## config.mk

```make
export PLATFORM = sky130hd
export DESIGN_NAME = m68k_bus_arbiter
export DESIGN_NICKNAME = d
export VERILOG_FILES = /design/src/rtl/m68k_bus_arbiter.sv
export SDC_FILE = /design/constraint.sdc
export NUM_CORES = 1
export LEC_CHECK = 0
export CAP_MARGIN = 20
export CORE_UTILIZATION = 28
export DETAILED_ROUTE_END_ITERATION = 8
export PLACE_DENSITY = 0.54
export SLEW_MARGIN = 20
export SYNTH_ARGS = -nofsm -noshare
export SYNTH_HDL_FRONTEND = slang
export SYNTH_SLANG_ARGS = --single-unit
```

## constraint.sdc

```tcl
create_clock -name M68K_CLK -period 1.9 [get_ports M68K_CLK]
set_input_delay 0.38 -clock M68K_CLK [delete_from_list [all_inputs] [get_ports M68K_CLK]]
set_output_delay 0.38 -clock M68K_CLK [all_outputs]
set_load 0.01 [all_outputs]
```

## src/rtl/m68k_bus_arbiter.sv

```systemverilog
// 68000 bus arbiter: shares the bus between the Pi-driven bus-cycle engine
// and external BR/BG/BGACK masters, with a guaranteed engine slot after each
// tenure, grant-timeout recovery and saturating grant statistics.
module m68k_bus_arbiter #(
    parameter int GRANT_TIMEOUT = 16,
    parameter int CPU_SLOT      = 4,
    parameter int CNT_W         = 8
) (
    input  logic             M68K_CLK,
    input  logic             M68K_RESET_n,
    input  logic             M68K_BR_n,
    input  logic             M68K_BGACK_n,
    input  logic             eng_idle,
    input  logic             clr_status,
    output logic             M68K_BG_n,
    output logic             eng_hold,
    output logic             dma_active,
    output logic [CNT_W-1:0] grant_count,
    output logic             timeout_flag
);

    localparam int TW        = (GRANT_TIMEOUT > 2) ? $clog2(GRANT_TIMEOUT) : 1;
    localparam int SW        = (CPU_SLOT > 2) ? $clog2(CPU_SLOT) : 1;
    localparam int SLOT_LAST = (CPU_SLOT > 0) ? CPU_SLOT - 1 : 0;

    typedef enum logic [2:0] {
        S_IDLE,
        S_HOLD,
        S_GRANT,
        S_OWNED,
        S_COOL
    } state_t;

    state_t         state;
    logic [TW-1:0]  timer;
    logic [SW-1:0]  slot;
    logic [1:0]     br_sync;
    logic [1:0]     bgack_sync;
    logic           br_s;
    logic           bgack_s;

    assign br_s    = ~br_sync[1];
    assign bgack_s = ~bgack_sync[1];

    // Two-flop synchronisers for the asynchronous active-low bus inputs.
    always_ff @(posedge M68K_CLK or negedge M68K_RESET_n) begin
        if (!M68K_RESET_n) begin
            br_sync    <= 2'b11;
            bgack_sync <= 2'b11;
        end else begin
            br_sync    <= {br_sync[0], M68K_BR_n};
            bgack_sync <= {bgack_sync[0], M68K_BGACK_n};
        end
    end

    // Arbitration FSM; every output is registered alongside the state.
    always_ff @(posedge M68K_CLK or negedge M68K_RESET_n) begin
        if (!M68K_RESET_n) begin
            state        <= S_IDLE;
            M68K_BG_n    <= 1'b1;
            eng_hold     <= 1'b0;
            dma_active   <= 1'b0;
            grant_count  <= '0;
            timeout_flag <= 1'b0;
            timer        <= '0;
            slot         <= '0;
        end else begin
            // A timeout set later in this block overrides the clear.
            if (clr_status) timeout_flag <= 1'b0;
            case (state)
                S_IDLE: begin
                    if (br_s) begin
                        state    <= S_HOLD;
                        eng_hold <= 1'b1;
                    end
                end
                S_HOLD: begin
                    if (!br_s) begin
                        state    <= S_IDLE;
                        eng_hold <= 1'b0;
                    end else if (eng_idle) begin
                        state     <= S_GRANT;
                        M68K_BG_n <= 1'b0;
                        timer     <= '0;
                    end
                end
                S_GRANT: begin
                    if (bgack_s) begin
                        state      <= S_OWNED;
                        M68K_BG_n  <= 1'b1;
                        dma_active <= 1'b1;
                        if (grant_count != '1) grant_count <= grant_count + 1'b1;
                    end else if (!br_s) begin
                        state     <= S_IDLE;
                        M68K_BG_n <= 1'b1;
                        eng_hold  <= 1'b0;
                    end else if (timer == TW'(GRANT_TIMEOUT - 1)) begin
                        state        <= (CPU_SLOT == 0) ? S_IDLE : S_COOL;
                        M68K_BG_n    <= 1'b1;
                        eng_hold     <= 1'b0;
                        timeout_flag <= 1'b1;
                        slot         <= '0;
                    end else begin
                        timer <= timer + 1'b1;
                    end
                end
                S_OWNED: begin
                    if (!bgack_s) begin
                        state      <= (CPU_SLOT == 0) ? S_IDLE : S_COOL;
                        dma_active <= 1'b0;
                        eng_hold   <= 1'b0;
                        slot       <= '0;
                    end
                end
                S_COOL: begin
                    // Engine-only window: bus requests are not looked at here.
                    if (slot == SW'(SLOT_LAST)) state <= S_IDLE;
                    else                        slot  <= slot + 1'b1;
                end
                default: begin
                    state     <= S_IDLE;
                    M68K_BG_n <= 1'b1;
                    eng_hold  <= 1'b0;
                end
            endcase
        end
    end

endmodule

```

==> qor.csv <==
stage,metric,value,unit
synthesis,top cell type's share of synthesized area,41.6,%
place,GPL Wtd Cong,0.786,
synthesis,most frequent cell after synthesis,dfrtp_1,
place,"Cell Area, Placed",0.00145,mm2
run_status,status,finished clean,
timing,Final Cycle Share,91.9,%
worst_setup_path,worst setup path startpoint,M68K_BG_n,
floorplanning,I/O pins,18,
global_route,GRT Overall Usage,12.1,%
worst_setup_path,crit path launch type,flop,
synthesis,top cells by instance count after synthesis,"dfrtp_1 (20), a21oi_1 (7), inv_1 (7), nand2_1 (7), nor2_1 (7)",
worst_setup_path,flop-to-flop setup slack,180,ps
timing,RSZ-0062 raised after global routing,no,
finish,Final Cell Area,0.00150,mm2
global_route,largest net degree at the start of global routing,26,
synthesis,"FF+latch count, synth",25,
finish,nets,144,
synthesis,Synth area leaders,"dfrtp_1 (42%), dfstp_2 (11%), xnor2_1 (3.6%)",
synthesis,unique cell type count in the Yosys netlist,38,
worst_setup_path,critical path class,reg2out,
worst_setup_path,Worst setup EP type,primary output,
finish,share of cells above drive strength 1,13.4,%
place,I/O Buffers,17,
clock_tree,hold buffer count at CTS,0,
floorplanning,FP Rows,23,
worst_setup_path,Reg2Reg Depth,4,
synthesis,Mapped Area,0.00120,mm2
global_route,grt total ovfl,0,
route,routed length per instance,13.3,um
worst_setup_path,CP max FO,3,
clock_tree,CTS buffer count,3,
route,DRC viols,0,
synthesis,Synth area leader,dfrtp_1,
synthesis,synth warn,0,
floorplanning,Die Wd,67.6,um
timing,Fmax achieved,573,MHz
synthesis,Post-synth ARST share,100,%
synthesis,sequential-to-total area share from yosys stat,52.5,%
route,vias per cell,4.97,
floorplanning,die area,0.00457,mm2
pwr,Leak,0.635,nW
pwr,total power draw,1.99,mW
place,hpwl dp,1740,um
route,Routed Antenna Nets,0,
timing,final worst slack,155,ps
timing,skew final,2.39,ps
timing,minimum clock period,1750,ps
finish,area added between synthesis and finish,24.3,%
synthesis,Cells after Synth,113,
finish,final core occ,36.9,%
pwr,VDD IR-drop max,0.715,mV
clock_tree,"Reg clk slew, reported paths",100,ps
run,Max Cap Viol,0,
clock_tree,root buf cell,clkbuf_8,
worst_setup_path,worst path arrival time,1370,ps
floorplanning,Starting Density,29.7,%
synthesis,number of flops mapped to enable cells by yosys,0,
timing,final setup vio count,0,
synthesis,syn avg cell area,10.7,um2
global_route,vias in the first global route,892,
worst_setup_path,reg2reg end,slot[0],
route,Total Wirelength,2450,um
timing,final hold viol count,0,
min_path,Hold Path Depth,0,
clock_tree,Sink Count,25,
global_route,antenna violations before repair,0,
place,pre-CTS setup slack,176,ps
worst_setup_path,CP max stage delay,550,ps
clock_tree,htree depth,1,
timing,Slew headroom,71.5,%
synthesis,syn nets,122,
route,iteration-0 DRC count of the detailed router,12,
floorplanning,Die Y-Extent,67.6,um
route,DR pass1 iterations,4,
worst_setup_path,Required @ worst endpoint,1520,ps
clock_tree,CTS tree,built,
floorplanning,core area,0.00406,mm2
worst_setup_path,slowest CP cell,dfstp_2,
worst_setup_path,top cell family by delay on the critical path,flip-flops,
min_path,worst min path class,reg2reg,
min_path,hold path endpoint,bgack_sync[1],
worst_setup_path,Worst R2R Start,slot[0],
synthesis,Post-synth top flop,dfrtp_1,
timing,total negative slack,0,ps
pwr,Cell Pwr Density,1330,mW/mm2
timing,Worst Tran Pin Value,423,ps
route,routed via count,915,
worst_setup_path,crit-path cells,clkdlybuf4s50_1,
worst_setup_path,CP Buf/Inv Count,1,
finish,count of antenna diodes in the layout,0,
clock_tree,worst skew pair latency,280,ps
global_route,first-pass GRT wire length,4090,um
min_path,hold_sp,bgack_sync[0],
timing,"Slew Viols, Final",0,
clock_tree,Post-CTS Setup Inserts,0,
clock_tree,CTS Buffer Depth,2,
clock_tree,post_cts resized,0,
-- worst max path at each step --
| stage | depth (start not counted) | end |
|---|---|---|
| 2_1_floorplan | 4 | grant_count[1] |
| 3_3_place_gp | 3 | grant_count[1] |
| 3_5_place_dp | 4 | slot[0] |
| 4_1_cts | 1 | M68K_BG_n |
| 5_1_grt | 3 | grant_count[1] |
| 6_report | 1 | M68K_BG_n |
-- cells by family after synthesis --
| kind of cell | Yosys count | synth area share [%] |
|---|---|---|
| and+or+nand+nor | 38 | 17.3 |
| DFF | 25 | 52.5 |
| AOI/OAI and AO/OA | 23 | 13.2 |
| buffers and inverters | 12 | 4.47 |
| xor gates and xnor gates | 6 | 4.37 |
| muxes | 5 | 4.26 |
| adders and majority gates | 4 | 3.95 |
-- placed cells by master, fill, tap and decap left out, drive strengths merged, types with 2 or more instances in the layout --
cell           count
inv                8
nand2              7
nand3              3
a21oi              7
xnor2              5
nor3               4
ha                 3
dfstp              5
clkbuf             3
buf                5
o21ai              4
a31oi              3
or4b               2
dfrtp             20
nor2               7
and3               4
nand3b             2
mux2i              4
o22ai              2
nand4              4
clkdlybuf4s50     17
-- report_power, final --
group | total (mW) | switching, mW | leakage, nW | internal, mW
clock | 0.351 | 0.197 | 0.0261 | 0.154
combinational | 0.788 | 0.377 | 0.301 | 0.411
sequential | 0.854 | 0.154 | 0.308 | 0.701
total | 1.99 | 0.727 | 0.635 | 1.27
-- per-stage QoR --
| step | hold slack (ps) | instances |
|---|---|---|
| floorplan | 84.4 | 113 |
| global placement | 346 | 180 |
| detailed placement | 347 | 180 |
| CTS | 362 | 184 |
| global route | 367 | 184 |
| finish | 361 | 184 |
-- registers in the layout, summed over array words and instances, names as in the netlist, 2 cells and up --
name,cells
grant_count,8
state,3
timer,4
bgack_sync,2
br_sync,2
slot,2
-- layer usage --
| layer | part of all wire, % | GRT usage, % |
|---|---|---|
| met3 | 4.8 | 4.05 |
| met5 | 0 | 0 |
| met2 | 47 | 20.7 |
| met1 | 47 | 14.2 |
| met4 | 1.1 | 3.19 |
-- final cells by class --
| cell class | count | area (um2) |
|---|---|---|
| fillers | 420 | 2560 |
| flip-flops and latches | 25 | 632 |
| inverters | 7 | 26.3 |
| clock buffers | 3 | 41.3 |
| multi-input cells | 76 | 518 |
| well taps | 50 | 62.6 |
| repair buffers | 22 | 208 |
| clock inverters | 1 | 8.76 |
Power figures use the tool's default switching activity.
